$ cat src/rtl/cpu_clock_ctrl.sv
// rtl/cpu_clock_ctrl.sv - run/step/halt clock-enable generator for the slow processor clock
// Optional macro CPU_CLK_STEP_COUNT_EN adds a 16-bit wrapping count of cpu_en pulses on step_count.
module cpu_clock_ctrl #(
  parameter int          DIV_W     = 26,
  parameter int unsigned DIV_RESET = 25000000
) (
  input  logic             CLOCK_50,
  input  logic             reset,
  input  logic             run_req,
  input  logic             step_req,
  input  logic             halt_req,
  input  logic             brk,
  input  logic             div_load,
  input  logic [DIV_W-1:0] div_value,
  output logic             cpu_en,
  output logic [1:0]       state,
  output logic             brk_hit,
  output logic [15:0]      step_count
);

  typedef enum logic [1:0] {
    S_HALTED = 2'd0,
    S_RUN    = 2'd1,
    S_STEP   = 2'd2
  } state_t;

  localparam logic [DIV_W-1:0] ONE = DIV_W'(1);

  state_t           cur;
  logic [DIV_W-1:0] ratio;
  logic [DIV_W-1:0] count;
  logic             tick;

  // ratio is never 0, so ratio-1 cannot underflow
  assign tick  = (count == (ratio - ONE));
  assign state = cur;

  always_ff @(posedge CLOCK_50) begin
    if (!reset) begin
      cur     <= S_HALTED;
      cpu_en  <= 1'b0;
      brk_hit <= 1'b0;
      count   <= '0;
      ratio   <= DIV_W'(DIV_RESET);
    end else begin
      cpu_en <= 1'b0;
      case (cur)
        S_HALTED: begin
          if (div_load)
            ratio <= (div_value == '0) ? ONE : div_value;
          if (halt_req) begin
            cur <= S_HALTED;
          end else if (run_req) begin
            cur     <= S_RUN;
            count   <= '0;
            brk_hit <= 1'b0;
          end else if (step_req) begin
            cur     <= S_STEP;
            count   <= '0;
            brk_hit <= 1'b0;
          end
        end

        S_RUN: begin
          // exits take priority over a tick in the same cycle, so no pulse leaks out
          if (halt_req) begin
            cur   <= S_HALTED;
            count <= '0;
          end else if (brk) begin
            cur     <= S_HALTED;
            count   <= '0;
            brk_hit <= 1'b1;
          end else if (tick) begin
            count  <= '0;
            cpu_en <= 1'b1;
          end else begin
            count <= count + ONE;
          end
        end

        S_STEP: begin
          if (halt_req) begin
            cur   <= S_HALTED;
            count <= '0;
          end else if (tick) begin
            count  <= '0;
            cpu_en <= 1'b1;
            cur    <= run_req ? S_RUN : S_HALTED;
          end else begin
            count <= count + ONE;
            if (run_req)
              cur <= S_RUN;
          end
        end

        default: begin
          cur   <= S_HALTED;
          count <= '0;
        end
      endcase
    end
  end

`ifdef CPU_CLK_STEP_COUNT_EN
  logic [15:0] step_cnt_q;

  always_ff @(posedge CLOCK_50) begin
    if (!reset)
      step_cnt_q <= '0;
    else if (cpu_en)
      step_cnt_q <= step_cnt_q + 16'd1;
  end

  assign step_count = step_cnt_q;
`else
  assign step_count = 16'd0;
`endif

endmodule

$ cat config.mk
export PLATFORM = sky130hd
export DESIGN_NAME = cpu_clock_ctrl
export DESIGN_NICKNAME = d
export VERILOG_FILES = /design/src/rtl/cpu_clock_ctrl.sv
export SDC_FILE = /design/constraint.sdc
export NUM_CORES = 1
export LEC_CHECK = 0
export CORE_MARGIN = 2
export CORE_UTILIZATION = 45
export DETAILED_ROUTE_END_ITERATION = 12
export GPL_TIMING_DRIVEN = 0
export PLACE_DENSITY = 0.8
export SLEW_MARGIN = 30
export SYNTH_ARGS = -nofsm -noshare
export SYNTH_HDL_FRONTEND = slang
export SYNTH_SLANG_ARGS = --single-unit
export TNS_END_PERCENT = 1
$ cat constraint.sdc
create_clock -name CLOCK_50 -period 3.01 [get_ports CLOCK_50]
set_input_delay 0.602 -clock CLOCK_50 [delete_from_list [all_inputs] [get_ports CLOCK_50]]
set_output_delay 0.602 -clock CLOCK_50 [all_outputs]
set_load 0.02 [all_outputs]
==> report_table.html, run 1 <==
<table>
<tr><th>Metric</th><th>Value</th></tr>
<tr><th colspan="2">Timing</th></tr>
<tr><td>Fmax</td><td>324.2 MHz</td></tr>
<tr><td>Worst Hold Slack</td><td>479.8 ps</td></tr>
<tr><td>Final setup vio count</td><td>1</td></tr>
<tr><td>Max-slew violation total from the final report</td><td>0</td></tr>
<tr><td>Shortest clock period the worst path allows after layout</td><td>3085 ps</td></tr>
<tr><td>Hold Vio Cnt, Final</td><td>0</td></tr>
<tr><td>Post-route fraction of the period consumed by the critical path</td><td>102.5%</td></tr>
<tr><td>Clock skew after layout</td><td>10.45 ps</td></tr>
<tr><td>Worst max-slew margin expressed relative to the limit</td><td>55.33%</td></tr>
<tr><td>Worst-Margin Slew</td><td>664.0 ps</td></tr>
<tr><td>RSZ-0062 raised after global routing</td><td>yes</td></tr>
<tr><td>Setup slack after layout</td><td>-74.75 ps</td></tr>
<tr><th colspan="2">Setup path</th></tr>
<tr><td>Crit path kind</td><td>flop to flop</td></tr>
<tr><td>Worst Path Max Fanout</td><td>9</td></tr>
<tr><td>Arrival @ worst endpoint</td><td>3320 ps</td></tr>
<tr><td>Data required time of the worst path</td><td>3240 ps</td></tr>
<tr><td>Startpoint types</td><td>flop</td></tr>
<tr><td>Capturing element type of the critical path</td><td>flop</td></tr>
<tr><th colspan="2">Cells and area</th></tr>
<tr><td>Sequential standard cell area</td><td>1131 µm²</td></tr>
<tr><td>Number of nets in the layout</td><td>543</td></tr>
<tr><td>Footprint of the multi-input gates</td><td>2203 µm²</td></tr>
<tr><td>Filler Cells Inserted</td><td>654</td></tr>
<tr><td>Layout area overhead</td><td>21.15%</td></tr>
<tr><td>Fraction of layout instances using a drive strength above 1</td><td>11.66%</td></tr>
<tr><td>Final antenna diode count</td><td>0</td></tr>
<tr><th colspan="2">Power</th></tr>
<tr><td>Largest vdd supply drop</td><td>0.0002800 V</td></tr>
<tr><td>P_leak</td><td>1.539 nW</td></tr>
<tr><td>Power per Cell Area</td><td>381.9 nW/µm²</td></tr>
<tr><th colspan="2">Clock network</th></tr>
<tr><td>Root cell of the clock tree</td><td>sky130_fd_sc_hd__clkbuf_8</td></tr>
<tr><td>Clk Latency, worst-skew pair</td><td>310 ps</td></tr>
<tr><td>CTS max path bufs</td><td>2</td></tr>
<tr><td>Hold-fix buffer count after cts</td><td>0</td></tr>
<tr><td>Clock-pin transition on the worst setup and hold timing paths</td><td>100 ps</td></tr>
<tr><td>Total clock buffers created by CTS</td><td>5</td></tr>
<tr><td>Count of clock tree sinks</td><td>56</td></tr>
<tr><td>Number of H-tree levels</td><td>2</td></tr>
<tr><td>CTS tree</td><td>built</td></tr>
<tr><th colspan="2">Global route</th></tr>
<tr><td>Global-route congestion overflow total</td><td>0</td></tr>
<tr><td>Overall track demand over capacity in global routing</td><td>21.24%</td></tr>
<tr><td>Wire length of the first global-routing pass</td><td>14,720 µm</td></tr>
<tr><td>Number of global-route vias before repair</td><td>3,174</td></tr>
<tr><td>Number of antenna violations at the first check in global routing</td><td>0</td></tr>
<tr><td>Pin count of the biggest net entering global routing</td><td>16</td></tr>
<tr><th colspan="2">Logic synthesis</th></tr>
<tr><td>Number of synthesized flops with an enable pin</td><td>0</td></tr>
<tr><td>Most common library cells after synthesis</td><td>sky130_fd_sc_hd__nand2_1 (76), sky130_fd_sc_hd__dfxtp_1 (56), sky130_fd_sc_hd__nor2_1 (40)</td></tr>
<tr><td>Most common cell in the netlist</td><td>sky130_fd_sc_hd__nand2_1</td></tr>
<tr><td>Flip-flop cell with the highest count after synthesis</td><td>sky130_fd_sc_hd__dfxtp_1</td></tr>
<tr><td>Cell variety after synth</td><td>59</td></tr>
<tr><td>Synthesized area divided by synthesized cell count</td><td>7.777 µm²</td></tr>
<tr><td>Share of the yosys chip area belonging to registers</td><td>32.39%</td></tr>
<tr><td>Flip-flop and latch count after synthesis</td><td>56</td></tr>
<tr><td>Post-synthesis cell type with the largest combined area</td><td>sky130_fd_sc_hd__dfxtp_1</td></tr>
<tr><td>Synth Warn #</td><td>0</td></tr>
<tr><td>Largest cells by area after synthesis</td><td>sky130_fd_sc_hd__dfxtp_1 (32%), sky130_fd_sc_hd__nand2_1 (8.2%), sky130_fd_sc_hd__xor2_1 (7.1%)</td></tr>
<tr><td>Mapped cell area</td><td>3461 µm²</td></tr>
<tr><td>Fraction of registers with async set or reset after synthesis</td><td>0%</td></tr>
<tr><td>Count of mapped cells out of synthesis</td><td>445</td></tr>
<tr><td>Area fraction of the dominant cell type after synthesis</td><td>32.39%</td></tr>
<tr><th colspan="2">Outcome</th></tr>
<tr><td>Violations in the final reports</td><td>setup timing</td></tr>
<tr><td>Outcome</td><td>finished, violations left</td></tr>
<tr><th colspan="2">Drt</th></tr>
<tr><td>Number of nets with antenna violations after routing</td><td>0</td></tr>
<tr><td>Post-detailed-routing wire length</td><td>8668 µm</td></tr>
<tr><td>Total via count in the routed design</td><td>3,310</td></tr>
<tr><td>Via density per instance</td><td>5.471</td></tr>
<tr><td>Initial DRC count</td><td>171</td></tr>
<tr><td>Pre-antenna DRT Iters</td><td>4</td></tr>
<tr><td>Detailed-route wire length per cell</td><td>14.33 µm</td></tr>
<tr><td>Post-detailed-route DRC marker count</td><td>0</td></tr>
<tr><th colspan="2">Placed design</th></tr>
<tr><td>Weighted congestion at the end of routability-driven global placement</td><td>0.9536</td></tr>
<tr><td>Detailed-placement wirelength estimate</td><td>6764 µm</td></tr>
<tr><td>Worst-case setup slack after placement</td><td>-310.5 ps</td></tr>
<tr><td>Count of port buffers added during placement</td><td>36</td></tr>
<tr><th colspan="2">Die</th></tr>
<tr><td>Number of cell rows</td><td>31</td></tr>
<tr><td>Die H</td><td>91.70 µm</td></tr>
<tr><td>Area inside the core boundary</td><td>7331 µm²</td></tr>
<tr><td>Total Die Area</td><td>8408 µm²</td></tr>
<tr><td>Width of the die</td><td>91.70 µm</td></tr>
<tr><td>Initial core utilization</td><td>47.21%</td></tr>
<tr><td>Number of top-level pins</td><td>53</td></tr>
<tr><th colspan="2">Min path</th></tr>
<tr><td>Kind of path behind the tightest hold check</td><td>flop to flop</td></tr>
<tr><th colspan="2">Run</th></tr>
<tr><td>Maximum Capacitance Violations</td><td>0</td></tr>
</table>
==> area by class of cell <==
class | instances | area share (%)
well taps | 99 | 2.954
plain buffers | 32 | 4.984
inverters | 12 | 1.074
repair buffers | 40 | 9.311
multi-input cells | 358 | 52.55
flip-flops and latches | 56 | 26.98
clock buffers | 8 | 2.149
==> worst paths after layout <==
kind	start	to	slack, ps	cells past startpoint
max	ratio[3]$_SDFFE_PN0P_	state[1]$_SDFFE_PN0P_	-70	9
min	ratio[25]$_SDFFE_PN0P_	ratio[25]$_SDFFE_PN0P_	480	2
max reg2reg	ratio[3]$_SDFFE_PN0P_	state[1]$_SDFFE_PN0P_	-70	9
min reg2reg	ratio[25]$_SDFFE_PN0P_	ratio[25]$_SDFFE_PN0P_	480	2
==> sequential cells by signal (all words and copies together) (netlist names) <==
register,flops
state,2
count,26
brk_hit,1
cpu_en,1
ratio,26
==> per-layer routing <==
metal,GRT usage (%),vias up,part of all wire [%]
met5,0,-,0
met2,37.32,114,49
li1,-,1644,-
met1,26.75,1536,43
met3,3.205,16,5.5
met4,6.592,0,1.9
==> cell usage in the layout (no fill, tap or decap), drive strengths merged, types with 12 or more instances in the layout <==
cell           instances
nand2                 76
dfxtp                 56
nor2                  40
clkdlybuf4s50         36
nand3                 30
xor2                  28
buf                   28
a21oi                 23
xnor2                 22
conb                  16
clkbuf                16
inv                   12
nor3                  12
nor4                  12
==> critical path, cell delays in order, from the launching register on <==
cell                       delay (ps)
sky130_fd_sc_hd__dfxtp_1          330
sky130_fd_sc_hd__buf_8            140
sky130_fd_sc_hd__nor3_4           200
sky130_fd_sc_hd__nand2_2           90
sky130_fd_sc_hd__xnor2_1          130
sky130_fd_sc_hd__or4_1            510
sky130_fd_sc_hd__or4b_4           570
sky130_fd_sc_hd__or4_4            570
sky130_fd_sc_hd__a2111o_1         400
sky130_fd_sc_hd__o31ai_1           70
==> where the power goes <==
group	leakage, nW	total [mW]	internal, mW	switching [mW]
clock network	0.0455	0.433	0.189	0.245
logic	1.04	0.358	0.165	0.194
registers	0.458	0.810	0.769	0.0402
==> stage by stage <==
step	instance area, µm²	power, mW	TNS [ps]	utilization (%)	instances
floorplan	3537	1.047	-49.56	-	460
global placement	4021	1.145	-3768	54.86	595
detailed placement	4021	1.157	-5261	54.86	595
CTS	4179	1.588	-63.77	57.01	605
global route	4193	1.669	-379.6	57.19	605
finish	4193	1.601	-74.75	57.19	605
==> timing repair <==
| item | 4_1_cts | 5_1_grt |
|---|---|---|
| setup endpoints to repair | 28 | 28 |
| gates resized for setup | 12 | 7 |
| pin swaps | 4 | 1 |
| setup buffers | 4 | 0 |
==> logic make-up after synthesis <==
| kind of cell | after synthesis | share of synthesized area, % |
|---|---|---|
| simple gates | 220 | 32.54 |
| fa+ha+maj | 5 | 1.808 |
| compound gates | 64 | 11.82 |
| other cells | 1 | 0.1084 |
| xor+xnor | 50 | 12.65 |
| flops | 56 | 32.39 |
| buf+inv | 46 | 7.737 |
| mux | 3 | 0.9400 |
No activity file was read; power rests on OpenSTA's default activity.
==> run 2: changes to the inputs <==
- CORE_UTILIZATION: 45 -> 49
- PLACE_DENSITY: 0.8 -> 0.85
==> run 2 against run 1 <==
The run still ends with setup timing left. Non-clock buffer count up 6. Clock power up 2%. Utilization up 5.2 points. Sequential share of layout area down 0.45 points. Critical path type unchanged. Largest cell class unchanged. Highest routed layer unchanged.
==> report_table.html, run 2 (synthesis results as in run 1) <==
<table>
<tr><th>Metric</th><th>Value</th></tr>
<tr><th colspan="2">Global route</th></tr>
<tr><td>Pin count of the biggest net entering global routing</td><td>19 (+3)</td></tr>
<tr><td>Number of global-route vias before repair</td><td>3,083 (-2.9%)</td></tr>
<tr><td>Global-route congestion overflow total</td><td>0 (unchanged)</td></tr>
<tr><td>Wire length of the first global-routing pass</td><td>14,020 µm (-4.8%)</td></tr>
<tr><td>Number of antenna violations at the first check in global routing</td><td>0 (unchanged)</td></tr>
<tr><td>Overall track demand over capacity in global routing</td><td>22.85% (+1.6 points)</td></tr>
<tr><th colspan="2">Drt</th></tr>
<tr><td>Pre-antenna DRT Iters</td><td>5 (+1)</td></tr>
<tr><td>Detailed-route wire length per cell</td><td>14.24 µm (-0.62%)</td></tr>
<tr><td>Initial DRC count</td><td>265 (+55%)</td></tr>
<tr><td>Post-detailed-routing wire length</td><td>8657 µm (-0.13%)</td></tr>
<tr><td>Total via count in the routed design</td><td>3,355 (+1.4%)</td></tr>
<tr><td>Via density per instance</td><td>5.518 (+0.86%)</td></tr>
<tr><td>Post-detailed-route DRC marker count</td><td>0 (unchanged)</td></tr>
<tr><td>Number of nets with antenna violations after routing</td><td>0 (unchanged)</td></tr>
<tr><th colspan="2">Cells and area</th></tr>
<tr><td>Fraction of layout instances using a drive strength above 1</td><td>13.48% (+1.8 points)</td></tr>
<tr><td>Most frequent cells in the layout</td><td>sky130_fd_sc_hd__nand2_1 (75), sky130_fd_sc_hd__dfxtp_1 (51), sky130_fd_sc_hd__nor2_1 (38)</td></tr>
<tr><td>Final antenna diode count</td><td>0 (unchanged)</td></tr>
<tr><td>Finished Cell Area</td><td>4259 µm² (+1.6%)</td></tr>
<tr><td>Layout Utilization</td><td>62.34% (+5.2 points)</td></tr>
<tr><td>Sequential standard cell area</td><td>1130 µm² (-0.11%)</td></tr>
<tr><td>Most common cell after layout, fill and taps aside</td><td>sky130_fd_sc_hd__nand2_1</td></tr>
<tr><td>Layout area overhead</td><td>23.07%</td></tr>
<tr><td>Number of standard cells in the final layout excluding fillers</td><td>608 (+0.50%)</td></tr>
<tr><td>Number of nets in the layout</td><td>549 (+1.1%)</td></tr>
<tr><td>Filler Cells Inserted</td><td>611 (-6.6%)</td></tr>
<tr><td>Footprint of the multi-input gates</td><td>2220 µm² (+0.74%)</td></tr>
<tr><th colspan="2">Timing</th></tr>
<tr><td>Fin Setup TNS</td><td>-8.021 ps (+66.73 ps)</td></tr>
<tr><td>Hold Vio Cnt, Final</td><td>0 (unchanged)</td></tr>
<tr><td>Clock skew after layout</td><td>17.02 ps (+6.572 ps)</td></tr>
<tr><td>Worst Hold Slack</td><td>480.8 ps (+1.035 ps)</td></tr>
<tr><td>RSZ-0062 raised after global routing</td><td>yes</td></tr>
<tr><td>Setup slack after layout</td><td>-8.021 ps (+66.73 ps)</td></tr>
<tr><td>Worst max-slew margin expressed relative to the limit</td><td>53.74% (-1.6 points)</td></tr>
<tr><td>Shortest clock period the worst path allows after layout</td><td>3018 ps (-66.73 ps)</td></tr>
<tr><td>Post-route fraction of the period consumed by the critical path</td><td>100.3% (-2.2 points)</td></tr>
<tr><td>Max-slew violation total from the final report</td><td>0 (unchanged)</td></tr>
<tr><td>Final setup vio count</td><td>1 (unchanged)</td></tr>
<tr><td>Worst-Margin Slew</td><td>687.5 ps (+23.53 ps)</td></tr>
<tr><td>Fmax</td><td>331.3 MHz (+2.2%)</td></tr>
<tr><th colspan="2">Power</th></tr>
<tr><td>P_leak</td><td>1.581 nW (+2.7%)</td></tr>
<tr><td>Power per Cell Area</td><td>379.9 nW/µm² (-0.53%)</td></tr>
<tr><td>Switch Pwr</td><td>0.5061 mW (+5.7%)</td></tr>
<tr><td>Sequential cell fraction of total power</td><td>50.0% (-0.6 points)</td></tr>
<tr><td>Switch share</td><td>31.28% (+1.4 points)</td></tr>
<tr><td>Internal Dissipation</td><td>1.112 mW (-0.96%)</td></tr>
<tr><td>Largest vdd supply drop</td><td>0.0002339 V (-16%)</td></tr>
<tr><td>Combinational cell fraction of total power</td><td>22.8% (+0.4 points)</td></tr>
<tr><td>Clock group share of total power</td><td>27.2% (about the same)</td></tr>
<tr><th colspan="2">Setup path</th></tr>
<tr><td>Data required time of the worst path</td><td>3260 ps (+20 ps)</td></tr>
<tr><td>Ordered list of cells on the worst path</td><td>buf_6, nor4_1, a21oi_1, a2bb2oi_1, nor3_1, nand4_1, or4_4, a2111o_1, o31ai_1</td></tr>
<tr><td>Critical-path cell with the highest stage delay</td><td>sky130_fd_sc_hd__nor4_1</td></tr>
<tr><td>Arrival @ worst endpoint</td><td>3270 ps (-50 ps)</td></tr>
<tr><td>Delay of the slowest cell on the worst path</td><td>610 ps (+40 ps)</td></tr>
<tr><td>Startpoint types</td><td>flop</td></tr>
<tr><td>Worst Path Max Fanout</td><td>8 (-1)</td></tr>
<tr><td>Capturing element type of the critical path</td><td>flop</td></tr>
<tr><td>Crit path kind</td><td>flop to flop</td></tr>
<tr><th colspan="2">Die</th></tr>
<tr><td>Number of top-level pins</td><td>53 (unchanged)</td></tr>
<tr><td>Die H</td><td>88.04 µm (-4.0%)</td></tr>
<tr><td>Initial core utilization</td><td>50.66% (+3.4 points)</td></tr>
<tr><td>Total Die Area</td><td>7751 µm² (-7.8%)</td></tr>
<tr><td>Area inside the core boundary</td><td>6832 µm² (-6.8%)</td></tr>
<tr><td>Width of the die</td><td>88.04 µm (-4.0%)</td></tr>
<tr><td>Number of cell rows</td><td>30 (-3.2%)</td></tr>
<tr><th colspan="2">Placed design</th></tr>
<tr><td>Standard cell area after detailed placement</td><td>4018 µm² (about the same)</td></tr>
<tr><td>Detailed-placement wirelength estimate</td><td>6724 µm (-0.59%)</td></tr>
<tr><td>Count of port buffers added during placement</td><td>36 (unchanged)</td></tr>
<tr><td>Weighted congestion at the end of routability-driven global placement</td><td>0.9220 (-3.3%)</td></tr>
<tr><td>Cell count after placement</td><td>592 (-0.50%)</td></tr>
<tr><th colspan="2">Outcome</th></tr>
<tr><td>Outcome</td><td>finished, violations left</td></tr>
<tr><td>Violations in the final reports</td><td>setup timing</td></tr>
<tr><th colspan="2">Run</th></tr>
<tr><td>Maximum Capacitance Violations</td><td>0 (unchanged)</td></tr>
<tr><th colspan="2">Clock network</th></tr>
<tr><td>Number of H-tree levels</td><td>2 (unchanged)</td></tr>
<tr><td>Root cell of the clock tree</td><td>sky130_fd_sc_hd__clkbuf_8</td></tr>
<tr><td>Count of clock tree sinks</td><td>56 (unchanged)</td></tr>
<tr><td>Clock-pin transition on the worst setup and hold timing paths</td><td>120 ps (+20 ps)</td></tr>
<tr><td>CTS max path bufs</td><td>2 (unchanged)</td></tr>
<tr><td>Total clock buffers created by CTS</td><td>5 (unchanged)</td></tr>
<tr><td>Clk Latency, worst-skew pair</td><td>330 ps (+20 ps)</td></tr>
<tr><td>CTS tree</td><td>built</td></tr>
<tr><th colspan="2">Min path</th></tr>
<tr><td>Kind of path behind the tightest hold check</td><td>flop to flop</td></tr>
</table>
## run 2: repair_timing
| item | CTS | global route |
|---|---|---|
| resized for setup | 16 | 7 |
| setup buffers | 9 | 1 |
| gates cloned | 0 | 0 |
| hold buffers | 0 | 0 |
| endpoints found under the setup margin | 28 | 28 |
| pin swaps | 6 | 1 |
| endpoints found under the hold margin | 0 | 0 |
## run 2: layout make-up
cell class                 instances  share of cell area (%)
buffer                            32                   5.112
clock buffer                       5                   1.616
clock inverter                     3                  0.5288
inverter                          12                   1.058
multi-input combinational        358                   52.12
sequential                        56                   26.53
tap                               96                   2.820
timing repair buffer              46                   10.22
## run 2: final timing paths
kind	from	to	slack, ps	depth (start not counted)
setup / recovery	ratio[2]$_SDFFE_PN0P_	state[1]$_SDFFE_PN0P_	-8	9
hold / removal	ratio[25]$_SDFFE_PN0P_	ratio[25]$_SDFFE_PN0P_	480	2
setup reg to reg	ratio[2]$_SDFFE_PN0P_	state[1]$_SDFFE_PN0P_	-8	9
hold reg to reg	ratio[25]$_SDFFE_PN0P_	ratio[25]$_SDFFE_PN0P_	480	2
## run 2: worst max-delay path: cells and delay by family (launching register included)
kind	cells	cell delay, ps
AO/OA/AOI/OAI	4	770
buffers and inverters	1	140
flip-flops	1	330
AND/OR/NAND/NOR	4	1710
## run 2: routing by layer
layer	routed length (µm)	part of all wire (%)	global-route usage, %
met1	3719	43	28.41
met2	4136	48	39.19
met3	548	6.3	3.676
met4	252	2.9	9.780
met5	0	0	0
## run 2: per-stage QoR
step | setup WS, ps | total power, mW
3_3_place_gp | -237.2 | 1.144
3_5_place_dp | -283.7 | 1.156
5_1_grt | -115.7 | 1.681
6_report | -8.021 | 1.618
2_1_floorplan | -49.56 | 1.047
4_1_cts | 15.26 | 1.598
## run 2: power by group through the flow
stage | Combinational (mW) | Sequential (mW) | Clock, mW
5_1_grt | 0.405 | 0.814 | 0.463
3_3_place_gp | 0.325 | 0.819 | 0
3_5_place_dp | 0.335 | 0.821 | 0
4_1_cts | 0.359 | 0.808 | 0.431
2_1_floorplan | 0.233 | 0.815 | 0
6_report | 0.369 | 0.809 | 0.440
==> run 3: changes to the inputs <==
- SKIP_LAST_GASP: default -> 1
==> run 3 against run 2 <==
The run still ends with setup timing left. Worst setup slack barely moved. First-iteration DRC count fell by 11%. Worst hold slack got worse by 0.89 ps. Maximum frequency barely moved. Critical path type unchanged. Combinational power barely moved. Clock power fell by 2%. Register-to-register slack barely moved. Critical path depth rose by 1. Sequential share of layout area barely moved. Largest cell class unchanged. Non-clock buffer count did not move. Flip-flop and latch count did not move.
==> report_table.html, run 3 (synthesis results as in run 1) <==
<table>
<tr><th>Metric</th><th>Value</th></tr>
<tr><th colspan="2">Cells and area</th></tr>
<tr><td>Footprint of the multi-input gates</td><td>2205 µm² (-0.68%)</td></tr>
<tr><td>Fraction of layout instances using a drive strength above 1</td><td>13.28% (-0.20 points)</td></tr>
<tr><td>Filler Cells Inserted</td><td>613 (+0.33%)</td></tr>
<tr><td>Finished Cell Area</td><td>4253 µm² (-0.15%)</td></tr>
<tr><td>Final antenna diode count</td><td>0 (unchanged)</td></tr>
<tr><td>Number of nets in the layout</td><td>549 (unchanged)</td></tr>
<tr><td>Sequential standard cell area</td><td>1130 µm² (unchanged)</td></tr>
<tr><td>Layout area overhead</td><td>22.89%</td></tr>
<tr><td>Most frequent cells in the layout</td><td>sky130_fd_sc_hd__nand2_1 (75), sky130_fd_sc_hd__dfxtp_1 (51), sky130_fd_sc_hd__nor2_1 (38)</td></tr>
<tr><td>Most common cell after layout, fill and taps aside</td><td>sky130_fd_sc_hd__nand2_1</td></tr>
<tr><th colspan="2">Power</th></tr>
<tr><td>Power per Cell Area</td><td>378.5 nW/µm² (-0.36%)</td></tr>
<tr><td>Largest vdd supply drop</td><td>0.0002353 V (+0.60%)</td></tr>
<tr><td>P_leak</td><td>1.576 nW (-0.34%)</td></tr>
<tr><td>Pwr Total</td><td>1.610 mW (-0.51%)</td></tr>
<tr><th colspan="2">Setup path</th></tr>
<tr><td>Data required time of the worst path</td><td>3220 ps (-40 ps)</td></tr>
<tr><td>Worst Path Max Fanout</td><td>10 (+2)</td></tr>
<tr><td>Startpoint types</td><td>flop</td></tr>
<tr><td>Start of the worst register-to-register path</td><td>ratio[0]$_SDFFE_PN0P_</td></tr>
<tr><td>Reg2Reg Depth</td><td>10 (+1)</td></tr>
<tr><td>Capture instance of the worst register-to-register path</td><td>count[2]$_SDFFE_PN0P_</td></tr>
<tr><td>R2R setup slack</td><td>-8 ps (about the same)</td></tr>
<tr><td>Capturing element type of the critical path</td><td>flop</td></tr>
<tr><td>Crit path kind</td><td>flop to flop</td></tr>
<tr><td>Arrival @ worst endpoint</td><td>3230 ps (-40 ps)</td></tr>
<tr><td>Worst setup path start</td><td>ratio[0]$_SDFFE_PN0P_</td></tr>
<tr><th colspan="2">Outcome</th></tr>
<tr><td>Violations in the final reports</td><td>setup timing</td></tr>
<tr><td>Outcome</td><td>finished, violations left</td></tr>
<tr><th colspan="2">Drt</th></tr>
<tr><td>Pre-antenna DRT Iters</td><td>5 (unchanged)</td></tr>
<tr><td>Number of nets with antenna violations after routing</td><td>0 (unchanged)</td></tr>
<tr><td>Post-detailed-routing wire length</td><td>8755 µm (+1.1%)</td></tr>
<tr><td>Detailed-route wire length per cell</td><td>14.40 µm (+1.1%)</td></tr>
<tr><td>Via density per instance</td><td>5.543 (+0.45%)</td></tr>
<tr><td>Post-detailed-route DRC marker count</td><td>0 (unchanged)</td></tr>
<tr><td>Initial DRC count</td><td>235 (-11%)</td></tr>
<tr><td>Total via count in the routed design</td><td>3,370 (+0.45%)</td></tr>
<tr><th colspan="2">Clock network</th></tr>
<tr><td>Clk Latency, worst-skew pair</td><td>330 ps (about the same)</td></tr>
<tr><td>CTS max path bufs</td><td>2 (unchanged)</td></tr>
<tr><td>Count of clock tree sinks</td><td>56 (unchanged)</td></tr>
<tr><td>Total clock buffers created by CTS</td><td>5 (unchanged)</td></tr>
<tr><td>Root cell of the clock tree</td><td>sky130_fd_sc_hd__clkbuf_8</td></tr>
<tr><td>CTS tree</td><td>built</td></tr>
<tr><td>Number of H-tree levels</td><td>2 (unchanged)</td></tr>
<tr><td>Clock-pin transition on the worst setup and hold timing paths</td><td>100 ps (-20 ps)</td></tr>
<tr><th colspan="2">Min path</th></tr>
<tr><td>Endpoint of the worst hold-timing path</td><td>ratio[25]$_SDFFE_PN0P_</td></tr>
<tr><td>Kind of path behind the tightest hold check</td><td>flop to flop</td></tr>
<tr><td>Worst hold path depth</td><td>2 (unchanged)</td></tr>
<tr><td>Worst Hold Launch</td><td>ratio[25]$_SDFFE_PN0P_</td></tr>
<tr><th colspan="2">Placed design</th></tr>
<tr><td>Count of port buffers added during placement</td><td>36 (unchanged)</td></tr>
<tr><td>Standard cell area after detailed placement</td><td>4018 µm² (unchanged)</td></tr>
<tr><td>Weighted congestion at the end of routability-driven global placement</td><td>0.9220 (unchanged)</td></tr>
<tr><td>Detailed-placement wirelength estimate</td><td>6724 µm (unchanged)</td></tr>
<tr><th colspan="2">Global route</th></tr>
<tr><td>Global-route congestion overflow total</td><td>0 (unchanged)</td></tr>
<tr><td>Met2 Resource Use GR</td><td>39.19% (unchanged)</td></tr>
<tr><td>Busiest grt layer</td><td>met2</td></tr>
<tr><td>Overall track demand over capacity in global routing</td><td>22.85% (unchanged)</td></tr>
<tr><td>Wire length of the first global-routing pass</td><td>14,020 µm (unchanged)</td></tr>
<tr><td>GR Util met3</td><td>3.770% (+0.094 points)</td></tr>
<tr><td>Number of antenna violations at the first check in global routing</td><td>0 (unchanged)</td></tr>
<tr><td>Met1 usage in global routing</td><td>28.35% (-0.058 points)</td></tr>
<tr><td>Pin count of the biggest net entering global routing</td><td>19 (unchanged)</td></tr>
<tr><td>Number of global-route vias before repair</td><td>3,083 (unchanged)</td></tr>
<tr><th colspan="2">Timing</th></tr>
<tr><td>Setup slack after layout</td><td>-8.179 ps (-0.1581 ps)</td></tr>
<tr><td>Fmax</td><td>331.3 MHz (about the same)</td></tr>
<tr><td>Post-route fraction of the period consumed by the critical path</td><td>100.3% (about the same)</td></tr>
<tr><td>Worst max-slew margin expressed relative to the limit</td><td>53.61% (-0.13 points)</td></tr>
<tr><td>Worst-Margin Slew</td><td>689.4 ps (+1.928 ps)</td></tr>
<tr><td>Clock skew after layout</td><td>18.54 ps (+1.514 ps)</td></tr>
<tr><td>RSZ-0062 raised after global routing</td><td>yes</td></tr>
<tr><td>Final setup vio count</td><td>2 (+1)</td></tr>
<tr><td>Shortest clock period the worst path allows after layout</td><td>3018 ps (+0.1581 ps)</td></tr>
<tr><td>Fin Setup TNS</td><td>-8.338 ps (-0.3169 ps)</td></tr>
<tr><td>Hold Vio Cnt, Final</td><td>0 (unchanged)</td></tr>
<tr><td>Max-slew violation total from the final report</td><td>0 (unchanged)</td></tr>
<tr><td>Worst Hold Slack</td><td>479.9 ps (-0.8910 ps)</td></tr>
<tr><th colspan="2">Die</th></tr>
<tr><td>Initial core utilization</td><td>50.66% (unchanged)</td></tr>
<tr><td>Area inside the core boundary</td><td>6832 µm² (unchanged)</td></tr>
<tr><td>Width of the die</td><td>88.04 µm (unchanged)</td></tr>
<tr><td>Number of cell rows</td><td>30 (unchanged)</td></tr>
<tr><td>Die H</td><td>88.04 µm (unchanged)</td></tr>
<tr><td>Number of top-level pins</td><td>53 (unchanged)</td></tr>
<tr><td>Total Die Area</td><td>7751 µm² (unchanged)</td></tr>
<tr><th colspan="2">Run</th></tr>
<tr><td>Maximum Capacitance Violations</td><td>0 (unchanged)</td></tr>
</table>
run 3: cell types whose count changed in the layout (fill, tap and decap cells not counted):
cell                      delta
sky130_fd_sc_hd__buf_12      +1
sky130_fd_sc_hd__buf_6       -1
sky130_fd_sc_hd__o21ai_1     +1
sky130_fd_sc_hd__o21ai_2     -1
sky130_fd_sc_hd__o41ai_2     +1
sky130_fd_sc_hd__o41ai_4     -1
run 3: cell type report:
cell class,count,share of cell area (%)
Buffer,32,5.031
Clock buffer,5,1.618
Clock inverter,3,0.5296
Inverter,12,1.059
Multi-Input combinational cell,358,51.84
Sequential cell,56,26.57
Tap cell,96,2.824
Timing Repair Buffer,46,10.53
run 3: how the worst max path moves through the flow:
| stage | end | cells after the start |
|---|---|---|
| after detailed placement | state[1]$_SDFFE_PN0P_ | 10 |
| final | count[2]$_SDFFE_PN0P_ | 10 |
| after global placement | count[25]$_SDFFE_PN0P_ | 9 |
| after floorplan | state[1]$_SDFFE_PN0P_ | 10 |
| after CTS | count[22]$_SDFFE_PN0P_ | 11 |
| after global routing | count[2]$_SDFFE_PN0P_ | 10 |
run 3: repair_timing:
item | CTS | global route
resized for setup | 15 | 5
endpoints found under the setup margin | 28 | 28
hold buffers | 0 | 0
pin swaps | 6 | 0
buffers inserted | 9 | 1
run 3: critical path: stages, from the launching register on:
cell and delay [ps]:
sky130_fd_sc_hd__dfxtp_4 370, sky130_fd_sc_hd__inv_2 70, sky130_fd_sc_hd__ha_4 140, sky130_fd_sc_hd__nor4b_4 280, sky130_fd_sc_hd__a21oi_2 90, sky130_fd_sc_hd__or4_1 480, sky130_fd_sc_hd__or4b_4 540, sky130_fd_sc_hd__buf_4 150
sky130_fd_sc_hd__o41ai_2 400, sky130_fd_sc_hd__clkbuf_4 310, sky130_fd_sc_hd__nor2_1 70
run 3: power breakdown:
part	internal, mW	switching [mW]	total [mW]
clock	0.168	0.265	0.433
combinational	0.173	0.195	0.368
sequential	0.770	0.0388	0.809
total	1.11	0.499	1.61
run 3: routing by layer:
| layer | part of all wire (%) | wire length (µm) | vias to the layer above |
|---|---|---|---|
| li1 | - | - | 1661 |
| met1 | 42 | 3715 | 1549 |
| met2 | 48 | 4244 | 138 |
| met3 | 6.6 | 578 | 22 |
| met4 | 2.5 | 217 | 0 |
| met5 | 0 | 0 | - |
run 3: stage by stage:
step	setup WS [ps]	std cells	util, %
floorplan	-49.56	460	-
global placement	-237.2	592	58.81
detailed placement	-283.7	592	58.81
CTS	-12.67	607	61.85
global route	-141.7	608	62.25
finish	-8.179	608	62.25
